**src/rtl/axi_lite_pkg.sv**
```systemverilog
// rtl/axi_lite_pkg.sv - shared AXI-lite response codes and FSM state types
package axi_lite_pkg;

  localparam int RESP_W = 2;

  typedef enum logic [RESP_W-1:0] {
    OKAY   = 2'b00,
    SLVERR = 2'b10
  } resp_t;

  typedef enum logic [1:0] {
    W_IDLE,
    W_HAVE_A,
    W_HAVE_D,
    W_RESP
  } wstate_t;

  typedef enum logic {
    R_IDLE,
    R_RESP
  } rstate_t;

endpackage

```
**src/rtl/axi_lite_regfile.sv**
```systemverilog
// rtl/axi_lite_regfile.sv - register bank with one write port, one combinational read port and flat export
module axi_lite_regfile
  import axi_lite_pkg::*;
#(
  parameter int DATA_W = 32,
  parameter int NREGS  = 16,
  localparam int IDX_W = $clog2(NREGS)
) (
  input  logic                    clk,
  input  logic                    rst,
  input  logic                    we,
  input  logic [IDX_W-1:0]        widx,
  input  logic [DATA_W-1:0]       wdata,
  input  logic [IDX_W-1:0]        ridx,
  output logic [DATA_W-1:0]       rdata,
  output logic [NREGS*DATA_W-1:0] regs_o
);

  logic [DATA_W-1:0] mem [NREGS];

  always_ff @(posedge clk) begin
    if (rst) begin
      for (int i = 0; i < NREGS; i++) begin
        mem[i] <= '0;
      end
    end else if (we) begin
      mem[widx] <= wdata;
    end
  end

  assign rdata = mem[ridx];

  for (genvar g = 0; g < NREGS; g++) begin : g_flat
    assign regs_o[g*DATA_W +: DATA_W] = mem[g];
  end

endmodule

```
**src/rtl/axi_lite_slave.sv**
```systemverilog
// rtl/axi_lite_slave.sv - AXI-lite responder: address decode, write/read FSMs, register bank export
module axi_lite_slave
  import axi_lite_pkg::*;
#(
  parameter int               ADDR_W = 32,
  parameter int               DATA_W = 32,
  parameter int               NREGS  = 16,
  parameter logic [ADDR_W-1:0] BASE  = '0,
  localparam int              IDX_W  = $clog2(NREGS)
) (
  input  logic                    clk,
  input  logic                    rst,
  input  logic                    awvalid,
  input  logic [ADDR_W-1:0]       awaddr,
  output logic                    awready,
  input  logic                    wvalid,
  input  logic [DATA_W-1:0]       wdata,
  output logic                    wready,
  output logic                    bvalid,
  output logic [RESP_W-1:0]       bresp,
  input  logic                    bready,
  input  logic                    arvalid,
  input  logic [ADDR_W-1:0]       araddr,
  output logic                    arready,
  output logic                    rvalid,
  output logic [DATA_W-1:0]       rdata,
  output logic [RESP_W-1:0]       rresp,
  input  logic                    rready,
  output logic [NREGS*DATA_W-1:0] regs_o,
  output logic                    wr_strobe,
  output logic [IDX_W-1:0]        wr_idx
);

  localparam int AL = $clog2(DATA_W / 8);

  wstate_t           wstate_q, wstate_d;
  rstate_t           rstate_q, rstate_d;
  logic [ADDR_W-1:0] awaddr_q;
  logic [DATA_W-1:0] wdata_q;
  logic              commit;
  logic [ADDR_W-1:0] commit_addr;
  logic [DATA_W-1:0] commit_data;
  logic [ADDR_W-1:0] w_off, r_off;
  logic              w_ok, r_ok;
  logic [IDX_W-1:0]  w_idx, r_idx;
  logic [DATA_W-1:0] rd_word;

  // In range and word aligned; NREGS is a power of two so the range test is a high-bit check.
  assign w_off = commit_addr - BASE;
  assign w_ok  = ((w_off >> (AL + IDX_W)) == '0) && (w_off[AL-1:0] == '0);
  assign w_idx = w_off[AL +: IDX_W];

  assign r_off = araddr - BASE;
  assign r_ok  = ((r_off >> (AL + IDX_W)) == '0) && (r_off[AL-1:0] == '0);
  assign r_idx = r_off[AL +: IDX_W];

  always_comb begin
    wstate_d    = wstate_q;
    awready     = 1'b0;
    wready      = 1'b0;
    commit      = 1'b0;
    commit_addr = awaddr;
    commit_data = wdata;
    unique case (wstate_q)
      W_IDLE: begin
        awready = ~rst;
        wready  = ~rst;
        if (awvalid && wvalid) begin
          wstate_d = W_RESP;
          commit   = 1'b1;
        end else if (awvalid) begin
          wstate_d = W_HAVE_A;
        end else if (wvalid) begin
          wstate_d = W_HAVE_D;
        end
      end
      W_HAVE_A: begin
        wready      = ~rst;
        commit_addr = awaddr_q;
        if (wvalid) begin
          wstate_d = W_RESP;
          commit   = 1'b1;
        end
      end
      W_HAVE_D: begin
        awready     = ~rst;
        commit_data = wdata_q;
        if (awvalid) begin
          wstate_d = W_RESP;
          commit   = 1'b1;
        end
      end
      W_RESP: begin
        if (bready) wstate_d = W_IDLE;
      end
      default: wstate_d = W_IDLE;
    endcase
  end

  always_ff @(posedge clk) begin
    if (rst) begin
      wstate_q  <= W_IDLE;
      awaddr_q  <= '0;
      wdata_q   <= '0;
      bvalid    <= 1'b0;
      bresp     <= OKAY;
      wr_strobe <= 1'b0;
      wr_idx    <= '0;
    end else begin
      wstate_q  <= wstate_d;
      wr_strobe <= commit && w_ok;
      if (commit && w_ok) wr_idx <= w_idx;
      if (wstate_q == W_IDLE && awvalid) awaddr_q <= awaddr;
      if (wstate_q == W_IDLE && wvalid && !awvalid) wdata_q <= wdata;
      if (commit) begin
        bvalid <= 1'b1;
        bresp  <= w_ok ? OKAY : SLVERR;
      end else if (bvalid && bready) begin
        bvalid <= 1'b0;
      end
    end
  end

  always_comb begin
    rstate_d = rstate_q;
    arready  = 1'b0;
    unique case (rstate_q)
      R_IDLE: begin
        arready = ~rst;
        if (arvalid) rstate_d = R_RESP;
      end
      R_RESP: begin
        if (rready) rstate_d = R_IDLE;
      end
      default: rstate_d = R_IDLE;
    endcase
  end

  // The bank read here sees pre-commit contents, so a same-edge write to the same index is not visible.
  always_ff @(posedge clk) begin
    if (rst) begin
      rstate_q <= R_IDLE;
      rvalid   <= 1'b0;
      rdata    <= '0;
      rresp    <= OKAY;
    end else begin
      rstate_q <= rstate_d;
      if (rstate_q == R_IDLE && arvalid) begin
        rvalid <= 1'b1;
        rdata  <= r_ok ? rd_word : '0;
        rresp  <= r_ok ? OKAY : SLVERR;
      end else if (rvalid && rready) begin
        rvalid <= 1'b0;
      end
    end
  end

  axi_lite_regfile #(
    .DATA_W(DATA_W),
    .NREGS (NREGS)
  ) u_regfile (
    .clk   (clk),
    .rst   (rst),
    .we    (commit && w_ok),
    .widx  (w_idx),
    .wdata (commit_data),
    .ridx  (r_idx),
    .rdata (rd_word),
    .regs_o(regs_o)
  );

endmodule

```
**config.mk**
```make
export PLATFORM = sky130hd
export DESIGN_NAME = axi_lite_slave
export DESIGN_NICKNAME = d
export VERILOG_FILES = /design/src/rtl/axi_lite_pkg.sv /design/src/rtl/axi_lite_regfile.sv /design/src/rtl/axi_lite_slave.sv
export SDC_FILE = /design/constraint.sdc
export NUM_CORES = 1
export LEC_CHECK = 0
export CORE_MARGIN = 1.5
export CORE_UTILIZATION = 31
export CTS_CLUSTER_DIAMETER = 80
export DETAILED_ROUTE_END_ITERATION = 16
export SYNTH_ARGS = -nofsm -noshare
export SYNTH_HDL_FRONTEND = slang
export SYNTH_SLANG_ARGS = --single-unit
export TNS_END_PERCENT = 100
```
**constraint.sdc**
```tcl
create_clock -name clk -period 4.4 [get_ports clk]
set_input_delay 0.66 -clock clk [delete_from_list [all_inputs] [get_ports clk]]
set_output_delay 0.66 -clock clk [all_outputs]
set_load 0.02 [all_outputs]
```
==> flow_summary.toml, run 1 <==
[pwr]
leakagePower_nw = 12.4
switching_share_pct = 30.3
power_density_nw_per_um2 = 425
intPower_mw = 11.2
vdd_ir_drop_max_mv = 0.281
p_seq_share_pct = 42.5
total_power_mw = 16.1
p_switching_mw = 4.87
p_comb_share_pct = 19.8
pwr-share-clk_pct = 37.7

[setup_path]
rr_endpoint = "u_regfile.mem[14][15]$_SDFFCE_PN0P_"
startpoint_type = "flop"
worstPathCellList = "inv_1, ha_1, buf_4, a22oi_1, a21o_1, a21oi_2, buf_4, o21ai_2, o21ai_4, buf_4"
crit_type = "flop to flop"
path_common_cell = "buf_4"
cp_max_fo = 28
cp_slowest_cell = "buf_4"
cp.arrival_ns = 3.68
required_ns = 4.64
critPathCaptureType = "flop"
cpPeakStageDelay_ns = 0.39
r2r_slack_ns = 0.96
r2r_cells = 10
regToRegStartpoint = "wstate_q[1]$_SDFFE_PP0P_"

[synthesis]
synth-seq-cells = 620
synth_cell_type_count = 45
synth-seq-area-share_pct = 64.1
async_reset_ff_share_pct = 0
synth_top_area_share_pct = 56.2
syn_area_sq_um = 27400
synth-edff-count = 512
yosysWarnings = 0
synth_flop_cell = "edfxtp_1"
yosys.area.top_type = "edfxtp_1"
synthesis.instances = 1995
avgSynthCellArea_sq_um = 13.7
yosys-top-cells-area = "edfxtp_1, mux4_2, nor3_1"

[die]
core_area_sq_um = 87200
die_y_um = 300
rows = 108
fp.dieW_um = 300
num_io_pins = 661
die-area_sq_um = 90000
start_util_pct = 31.4

[detailed_routing]
drt_pass1_iterations = 6
drt_iter0_drc = 2278
wl_met3_mm = 10.2
wl_met1_mm = 42.2
vias = 21000
ant_nets = 0
viasPerCell = 5.52
drc = 0
dr.max_layer_used = "met5"
wirelength_mm = 110
wl_per_cell_um = 29.0
met2WireLength_mm = 54.6

[min_path]
min_path_cells = 2
holdPathEnd = "wdata_q[11]$_SDFFE_PP0P_"
hold_class = "flop to flop"
min_from = "wdata_q[11]$_SDFFE_PP0P_"

[clocking]
tritoncts = "done"
post-cts-setup-buffer-count = 0
ctsHtreeMaxLevel = 3
ctsHoldBuffers = 0
cts_sinks = 620
cts_made_buffers = 71
root_buffer = "clkbuf_16"
cts_resized = 0
clock_latency_ns = 0.62
cts_buffer_depth = 3
clk_pin_slew_ns = 0.06

[placed_design]
dp_slack_ns = 0.519
io_buffers = 658
place.gp.congestion = 0.883
place_hpwl_mm = 76.0
dp_cells = 3669

[grt]
antenna_found_initial = 10
grt_remaining_overflow = 0
grt_pass1_vias = 20800
grt_pass1_wl_mm = 154
grt_max_degree = 129
grtUsageTotal_pct = 23.8

[layout]
mostFrequentLayoutCells = "clkdlybuf4s50_1, edfxtp_1, nor3_1, nand2_1, mux4_2"
postLayoutCoreUtil_pct = 43.4
drive_gt1_share_pct = 15.7
finalNetCount = 2695
instances_no_fill = 3804
syn_to_final_growth_pct = 38.2
final_common_cell = "clkdlybuf4s50_1"

[timing]
final_max_slew_viol_count = 0
rsz0062_at_grt = "false"
worst_pin_slew_ns = 1.23
fmax_ghz = 0.291
slew_headroom_pct = 18.3
skew_ns = 0.0258
hold_viol_final = 0
finalCriticalPeriod_ns = 3.44
post-route-period-util_pct = 78.2
setup_ws_ns = 0.960
finalSetupViolCount = 0

[run_status]
status = "finished, final reports clean"

[run]
drv_cap = 0
## through the flow
stage	hold slack, ns	cell area, sq um	TNS (ns)
floorplan	0.436	27400	-32.99
global placement	0.441	35400	0
detailed placement	0.447	35400	0
CTS	0.454	37800	0
global route	0.469	37800	0
finish	0.452	37800	0
## cells in the mapped netlist (5+ instances only)
library cell,n
mux4_2,128
o21ai_0,35
inv_1,11
nand3_1,7
nor2b_1,5
mux2i_1,66
nand2b_1,6
buf_2,67
o21ai_1,9
nor4_1,17
a21oi_1,70
a22oi_1,33
ha_1,5
buf_1,18
dfxtp_1,108
nor3_1,501
nor3_2,17
mux2_2,33
nand2_1,142
buf_6,22
clkbuf_1,116
a31o_2,9
edfxtp_1,512
nor2_1,16
## cell families after synthesis
group                      share of synthesized area, %
buffers and inverters                              4.20
muxes                                              14.3
other                                            0.0137
adders and majority gates                         0.229
DFF                                                64.1
and+or+nand+nor                                    13.2
AOI/OAI and AO/OA                                  3.91
## worst max path at each step
stage / endpoint / from / depth (start not counted) / slack, ns
2_1_floorplan: u_regfile.mem[15][0]$_SDFFCE_PN0P_ / awaddr[7] / 6 / -0.15
3_3_place_gp: u_regfile.mem[6][11]$_SDFFCE_PN0P_ / awaddr[7] / 7 / 0.55
3_5_place_dp: u_regfile.mem[6][9]$_SDFFCE_PN0P_ / awaddr[7] / 7 / 0.52
4_1_cts: u_regfile.mem[14][15]$_SDFFCE_PN0P_ / wstate_q[1]$_SDFFE_PP0P_ / 10 / 0.91
5_1_grt: u_regfile.mem[15][15]$_SDFFCE_PN0P_ / wstate_q[1]$_SDFFE_PP0P_ / 10 / 0.75
6_report: u_regfile.mem[14][15]$_SDFFCE_PN0P_ / wstate_q[1]$_SDFFE_PP0P_ / 10 / 0.96
## power groups by stage
stage | Sequential [mW] | Clock, mW | Combinational (mW)
final | 6.83 | 6.05 | 3.18
after global routing | 6.85 | 6.33 | 3.36
after CTS | 6.83 | 6.14 | 3.18
after detailed placement | 6.95 | 0 | 3.17
after global placement | 6.94 | 0 | 3.12
after floorplan | 7.08 | 0 | 1.59
## worst max-delay path, delay by kind of cell (launching register included)
kind,cells,cell delay (ns)
buf+inv,4,1.11
fa+ha+maj,1,0.33
flops,1,0.38
compound gates,5,1.22
## routing by layer
metal | GRT usage (%) | vias to the layer above
li1 | - | 8902
met1 | 30.0 | 10700
met2 | 40.1 | 1254
met3 | 5.49 | 184
met4 | 8.03 | 6
met5 | 0 | -
## cell type report
| class | count | area (sq um) |
|---|---|---|
| antenna | 5 | 12.5 |
| clock buffer | 90 | 1900 |
| clock inverter | 40 | 473 |
| fill | 7910 | 49400 |
| inverter | 11 | 41.3 |
| multi-input combinational | 1139 | 9010 |
| sequential | 620 | 17500 |
| tap | 1155 | 1450 |
| timing repair buffer | 744 | 7370 |
## sequential cells by signal, summed over array words and instances, names as in the netlist
name,flops
u_regfile.mem,512
awaddr_q,32
rdata,32
wdata_q,32
wr_idx,4
wstate_q,2
bresp,1
bvalid,1
rresp,1
rstate_q,1
rvalid,1
wr_strobe,1
Power figures use the tool's default switching activity.
==> inputs of run 2 (changes only) <==
==> constraint.sdc (replaced) <==
create_clock -name clk -period 3.26 [get_ports clk]
set_input_delay 0.489 -clock clk [delete_from_list [all_inputs] [get_ports clk]]
set_output_delay 0.489 -clock clk [all_outputs]
set_load 0.02 [all_outputs]
==> run 2 against run 1 <==
Against the previous run: sequential power is 35% higher; routed wire length down 1.3%; sequential share of layout area down 1.0 points; count of clock-buffer cells in the layout up 4; non-clock buffer count rose by 42; global-route usage decreased by 0.30 points; worst hold slack worse by 0.056 ns; register-to-register slack got worse by 0.75 ns; design area up 2.3%; worst setup slack worse by 0.75 ns; maximum frequency up 13%; critical path type unchanged; highest routed layer unchanged.
==> flow_summary.toml, run 2 (same netlist as run 1, synthesis figures left out) <==
[run_status]
status = "finished, final reports clean"

[die]
rows = 108
die_y_um = 300
core_area_sq_um = 87200
num_io_pins = 661
fp.dieW_um = 300
start_util_pct = 31.4
die-area_sq_um = 90000

[clocking]
clock_latency_ns = 0.61
tritoncts = "done"
post-cts-setup-buffer-count = 0
cts_made_buffers = 72
clk_pin_slew_ns = 0.06
cts_sinks = 620
ctsHtreeMaxLevel = 3
cts_buffer_depth = 3
cts_resized = 0
root_buffer = "clkbuf_16"
ctsHoldBuffers = 0

[timing]
skew_ns = 0.0311
whs_ns = 0.396
setup_ws_ns = 0.206
post-route-period-util_pct = 93.7
finalCriticalPeriod_ns = 3.05
worst_pin_slew_ns = 1.07
finalSetupViolCount = 0
final_max_slew_viol_count = 0
slew_headroom_pct = 27.9
hold_viol_final = 0
fmax_ghz = 0.327
rsz0062_at_grt = "false"

[setup_path]
cp_slowest_cell = "dfxtp_1"
path_common_cell = "buf_4"
cp.arrival_ns = 3.47
startpoint_type = "flop"
crit_buf_inv = 4
startpoint = "wstate_q[1]$_SDFFE_PP0P_"
regToRegStartpoint = "wstate_q[1]$_SDFFE_PP0P_"
cp_max_fo = 71
cpPeakStageDelay_ns = 0.45
r2r_slack_ns = 0.21
required_ns = 3.67
critPathCaptureType = "flop"
critPathTopFamily = "simple AND/OR/NAND/NOR gates"
crit_type = "flop to flop"
worstPathCellList = "inv_1, ha_1, nor4_1, buf_4, nand4_1, nor4_4, buf_4, o2111ai_4, buf_12, nor3_1"

[grt]
grt_max_degree = 77
grtUsageTotal_pct = 23.5
grt_remaining_overflow = 0
grt_pass1_wl_mm = 153
antenna_found_initial = 7
grt_pass1_vias = 21200

[placed_design]
place_hpwl_mm = 76.1
io_buffers = 658
dp_slack_ns = 0.0916
dp_cells = 3711
place.gp.congestion = 0.905
dpl_cell_area_sq_um = 36200

[pwr]
intPower_mw = 15.3
total_power_mw = 21.9
pwr-share-clk_pct = 37.7
power_density_nw_per_um2 = 567
p_switching_mw = 6.59
p_comb_share_pct = 20.4
p_seq_share_pct = 41.9
vdd_ir_drop_max_mv = 0.372
switching_share_pct = 30.0
leakagePower_nw = 12.8

[layout]
mostFrequentLayoutCells = "clkdlybuf4s50_1, edfxtp_1, nor3_1, nand2_1, mux4_2"
largest_register_ffs = 512
instances_no_fill = 3851
finalNetCount = 2738
drive_gt1_share_pct = 17.0
final_common_cell = "clkdlybuf4s50_1"
top_register = "u_regfile.mem"
syn_to_final_growth_pct = 41.3
fillers = 7796
design_area_sq_um = 38700

[detailed_routing]
vias = 21200
drt_iter0_drc = 2258
ant_nets = 0
wl_per_cell_um = 28.3
drc = 0
drt_pass1_iterations = 5
viasPerCell = 5.51
wirelength_mm = 109

[min_path]
min_from = "araddr[2]"
hold_class = "primary input to flop"

[run]
drv_cap = 0
==> run 2: cell count changes in the layout (fill, tap and decap cells not counted), sizes merged <==
cell	delta
clkbuf	+4
buf	+42
diode	+1
inv	+2
bufinv	-1
clkinv	-1
==> run 2: layout make-up <==
class | instances | area (sq um) | area share (%)
multi-input combinational | 1139 | 8990 | 23.3
sequential | 620 | 17500 | 45.4
clock inverter | 40 | 449 | 1.16
inverter | 11 | 41.3 | 0.107
antenna | 6 | 15.0 | 0.0388
tap | 1155 | 1450 | 3.74
timing repair buffer | 786 | 8200 | 21.2
clock buffer | 94 | 1980 | 5.11
==> run 2: path summary, 6_finish.rpt <==
kind,endpoint,depth (start not counted)
worst min-delay path,rdata[10]$_SDFFE_PP0P_,3
worst min register to register,wdata_q[21]$_SDFFE_PP0P_,2
worst max register to register,u_regfile.mem[8][13]$_SDFFCE_PN0P_,10
worst max-delay path,u_regfile.mem[8][13]$_SDFFCE_PN0P_,10
==> run 2: power by group through the flow <==
stage / Sequential, mW / Clock [mW] / Combinational, mW
after global routing: 9.22 / 8.69 / 4.72
after detailed placement: 9.35 / 0 / 4.46
after floorplan: 9.54 / 0 / 2.14
after global placement: 9.34 / 0 / 4.39
final: 9.19 / 8.26 / 4.47
after CTS: 9.19 / 8.38 / 4.47
==> run 2: per-stage QoR <==
| step | setup TNS (ns) | util, % |
|---|---|---|
| 2_1_floorplan | -76.84 | - |
| 3_3_place_gp | 0 | 41.6 |
| 3_5_place_dp | 0 | 41.6 |
| 4_1_cts | 0 | 44.3 |
| 5_1_grt | 0 | 44.4 |
| 6_report | 0 | 44.4 |
==> run 2: routing by layer <==
metal | vias up | track usage (%) | share of wire [%]
met5 | - | 0 | 0.011
li1 | 9002 | - | -
met2 | 1315 | 39.4 | 49
met3 | 196 | 5.38 | 9.5
met4 | 2 | 8.32 | 3.4
met1 | 10700 | 29.7 | 38
==> run 2: worst reg2reg max path: cells and delay by family, from the launching register on <==
family	cells	cell delay [ns]
compound gates	1	0.20
fa+ha+maj	1	0.29
buf+inv	4	0.77
flops	1	0.45
simple gates	4	1.15
==> inputs of run 3 (changes only) <==
--- a/config.mk
+++ b/config.mk
@@ -5,10 +5,12 @@
 export SDC_FILE = /design/constraint.sdc
 export NUM_CORES = 1
 export LEC_CHECK = 0
+export CORE_ASPECT_RATIO = 1.2
 export CORE_MARGIN = 1.5
 export CORE_UTILIZATION = 31
 export CTS_CLUSTER_DIAMETER = 80
 export DETAILED_ROUTE_END_ITERATION = 16
+export PLACE_DENSITY = 0.51
 export SYNTH_ARGS = -nofsm -noshare
 export SYNTH_HDL_FRONTEND = slang
 export SYNTH_SLANG_ARGS = --single-unit
==> run 3 against run 2 <==
Against the previous run: first-iteration DRC count fell by 15%; via count fell by 1.2%; combinational power about the same; die area is essentially flat; design area grew 0.17%; flip-flop and latch count did not move; register-to-register slack gained 0.04 ns; critical path type unchanged; critical endpoint is now u_regfile.mem[3][31]$_SDFFCE_PN0P_.
==> flow_summary.toml, run 3 (same netlist as run 1, synthesis figures left out) <==
[run_status]
status = "finished, final reports clean"

[setup_path]
r2r_cells = 7
startpoint = "wstate_q[1]$_SDFFE_PP0P_"
cpPeakStageDelay_ns = 0.63
critPathTopFamily = "compound AO/OA/AOI/OAI gates"
required_ns = 3.69
crit_type = "flop to flop"
r2r_slack_ns = 0.25
crit_buf_inv = 3
cp_num_cells = 7
cp_max_fo = 63
crit_path_end = "u_regfile.mem[3][31]$_SDFFCE_PN0P_"
startpoint_type = "flop"
cp_slowest_cell = "o21ai_0"
rr_endpoint = "u_regfile.mem[3][31]$_SDFFCE_PN0P_"
critPathCaptureType = "flop"
cp.arrival_ns = 3.44
regToRegStartpoint = "wstate_q[1]$_SDFFE_PP0P_"
worstPathCellList = "inv_1, ha_1, buf_4, o21ai_0, o2111ai_4, buf_12, nor3_1"

[detailed_routing]
ant_nets = 0
vias = 21000
drt_pass1_iterations = 7
wirelength_mm = 113
drc = 0
viasPerCell = 5.46
drt_iter0_drc = 1912
wl_per_cell_um = 29.3

[die]
core_area_sq_um = 87500
rows = 119
num_io_pins = 661
start_util_pct = 31.2
die_y_um = 328
fp.dieW_um = 274
die-area_sq_um = 90000

[clocking]
cts_made_buffers = 70
root_buffer = "clkbuf_16"
clock_latency_ns = 0.63
clk_pin_slew_ns = 0.06
ctsHoldBuffers = 0
ctsHtreeMaxLevel = 3
tritoncts = "done"
cts_buffer_depth = 3
cts_sinks = 620

[timing]
post-route-period-util_pct = 92.4
finalSetupViolCount = 0
finalCriticalPeriod_ns = 3.01
final_max_slew_viol_count = 0
fmax_ghz = 0.332
rsz0062_at_grt = "false"
slew_headroom_pct = 35.4
worst_pin_slew_ns = 0.967
hold_viol_final = 0
skew_ns = 0.0340

[grt]
grt_remaining_overflow = 0
grt_pass1_wl_mm = 156
grt_pass1_vias = 20900
grt_max_degree = 129
grtUsageTotal_pct = 24.4
antenna_found_initial = 8

[placed_design]
place_hpwl_mm = 77.6
io_buffers = 658
place.gp.congestion = 0.889
dpl_cell_area_sq_um = 36200

[run]
drv_cap = 0

[min_path]
hold_class = "primary input to flop"
min_from = "rst"

[pwr]
vdd_ir_drop_max_mv = 0.394
power_density_nw_per_um2 = 576
leakagePower_nw = 12.8
total_power_mw = 22.3

[layout]
multi_input_area_sq_um = 9000
largest_register_ffs = 512
drive_gt1_share_pct = 16.9
fillers = 7939
seqCellArea_sq_um = 17500
mostFrequentLayoutCells = "clkdlybuf4s50_1, edfxtp_1, nor3_1, nand2_1, mux4_2"
design_area_sq_um = 38700
syn_to_final_growth_pct = 41.6
final_common_cell = "clkdlybuf4s50_1"
top_register = "u_regfile.mem"
finalNetCount = 2734
run 3: worst reg2reg max path: stages (launching register included):
cell and delay, ns:
dfxtp_1 0.45, inv_1 0.11, ha_1 0.33, buf_4 0.29
o21ai_0 0.63, o2111ai_4 0.37, buf_12 0.28, nor3_1 0.35
run 3: layout make-up:
| class | instances | area share (%) |
|---|---|---|
| antenna | 7 | 0.0452 |
| clock buffer | 93 | 4.98 |
| clock inverter | 37 | 1.52 |
| inverter | 11 | 0.107 |
| multi-input combinational | 1139 | 23.2 |
| sequential | 620 | 45.3 |
| tap | 1149 | 3.71 |
| timing repair buffer | 784 | 21.1 |
run 3: how the worst min path moves through the flow:
stage	to	slack [ns]	depth (start not counted)
2_1_floorplan	awaddr_q[21]$_SDFFE_PP0P_	0.44	2
3_3_place_gp	wdata_q[20]$_SDFFE_PP0P_	0.44	2
3_5_place_dp	awaddr_q[29]$_SDFFE_PP0P_	0.45	2
4_1_cts	rdata[9]$_SDFFE_PP0P_	0.39	3
5_1_grt	rdata[9]$_SDFFE_PP0P_	0.43	3
6_report	wr_strobe$_SDFF_PP0_	0.42	3
run 3: metrics by stage:
stage                     setup TNS (ns)  setup WS (ns)  hold WS [ns]  std cells  util (%)
final                                  0          0.249         0.422       3840      44.2
after global routing                   0         0.0674         0.429       3837      44.2
after CTS                              0          0.141         0.387       3833      44.2
after detailed placement               0         0.0589         0.447       3703      41.3
after global placement                 0         0.0114         0.441       3703      41.3
after floorplan                   -76.84         -0.343         0.436       1996         -
run 3: power breakdown:
part	total [mW]	switching [mW]	leakage [nW]	internal [mW]
clock	8.63	3.38	1.21	5.25
combinational	4.48	2.95	5.44	1.52
sequential	9.20	0.294	6.16	8.91
run 3: layer usage:
layer	wire, um	up-vias	global-route usage, %
met5	35	-	0
met4	3860	6	9.09
met3	8960	185	5.05
met2	56300	1101	41.8
met1	43400	10700	30.1
li1	-	8993	-
run 3: repair_timing:
item                                    in CTS  in global routing
setup buffers                                0                  0
endpoints found under the setup margin       0                 20
resized for setup                            0                  2
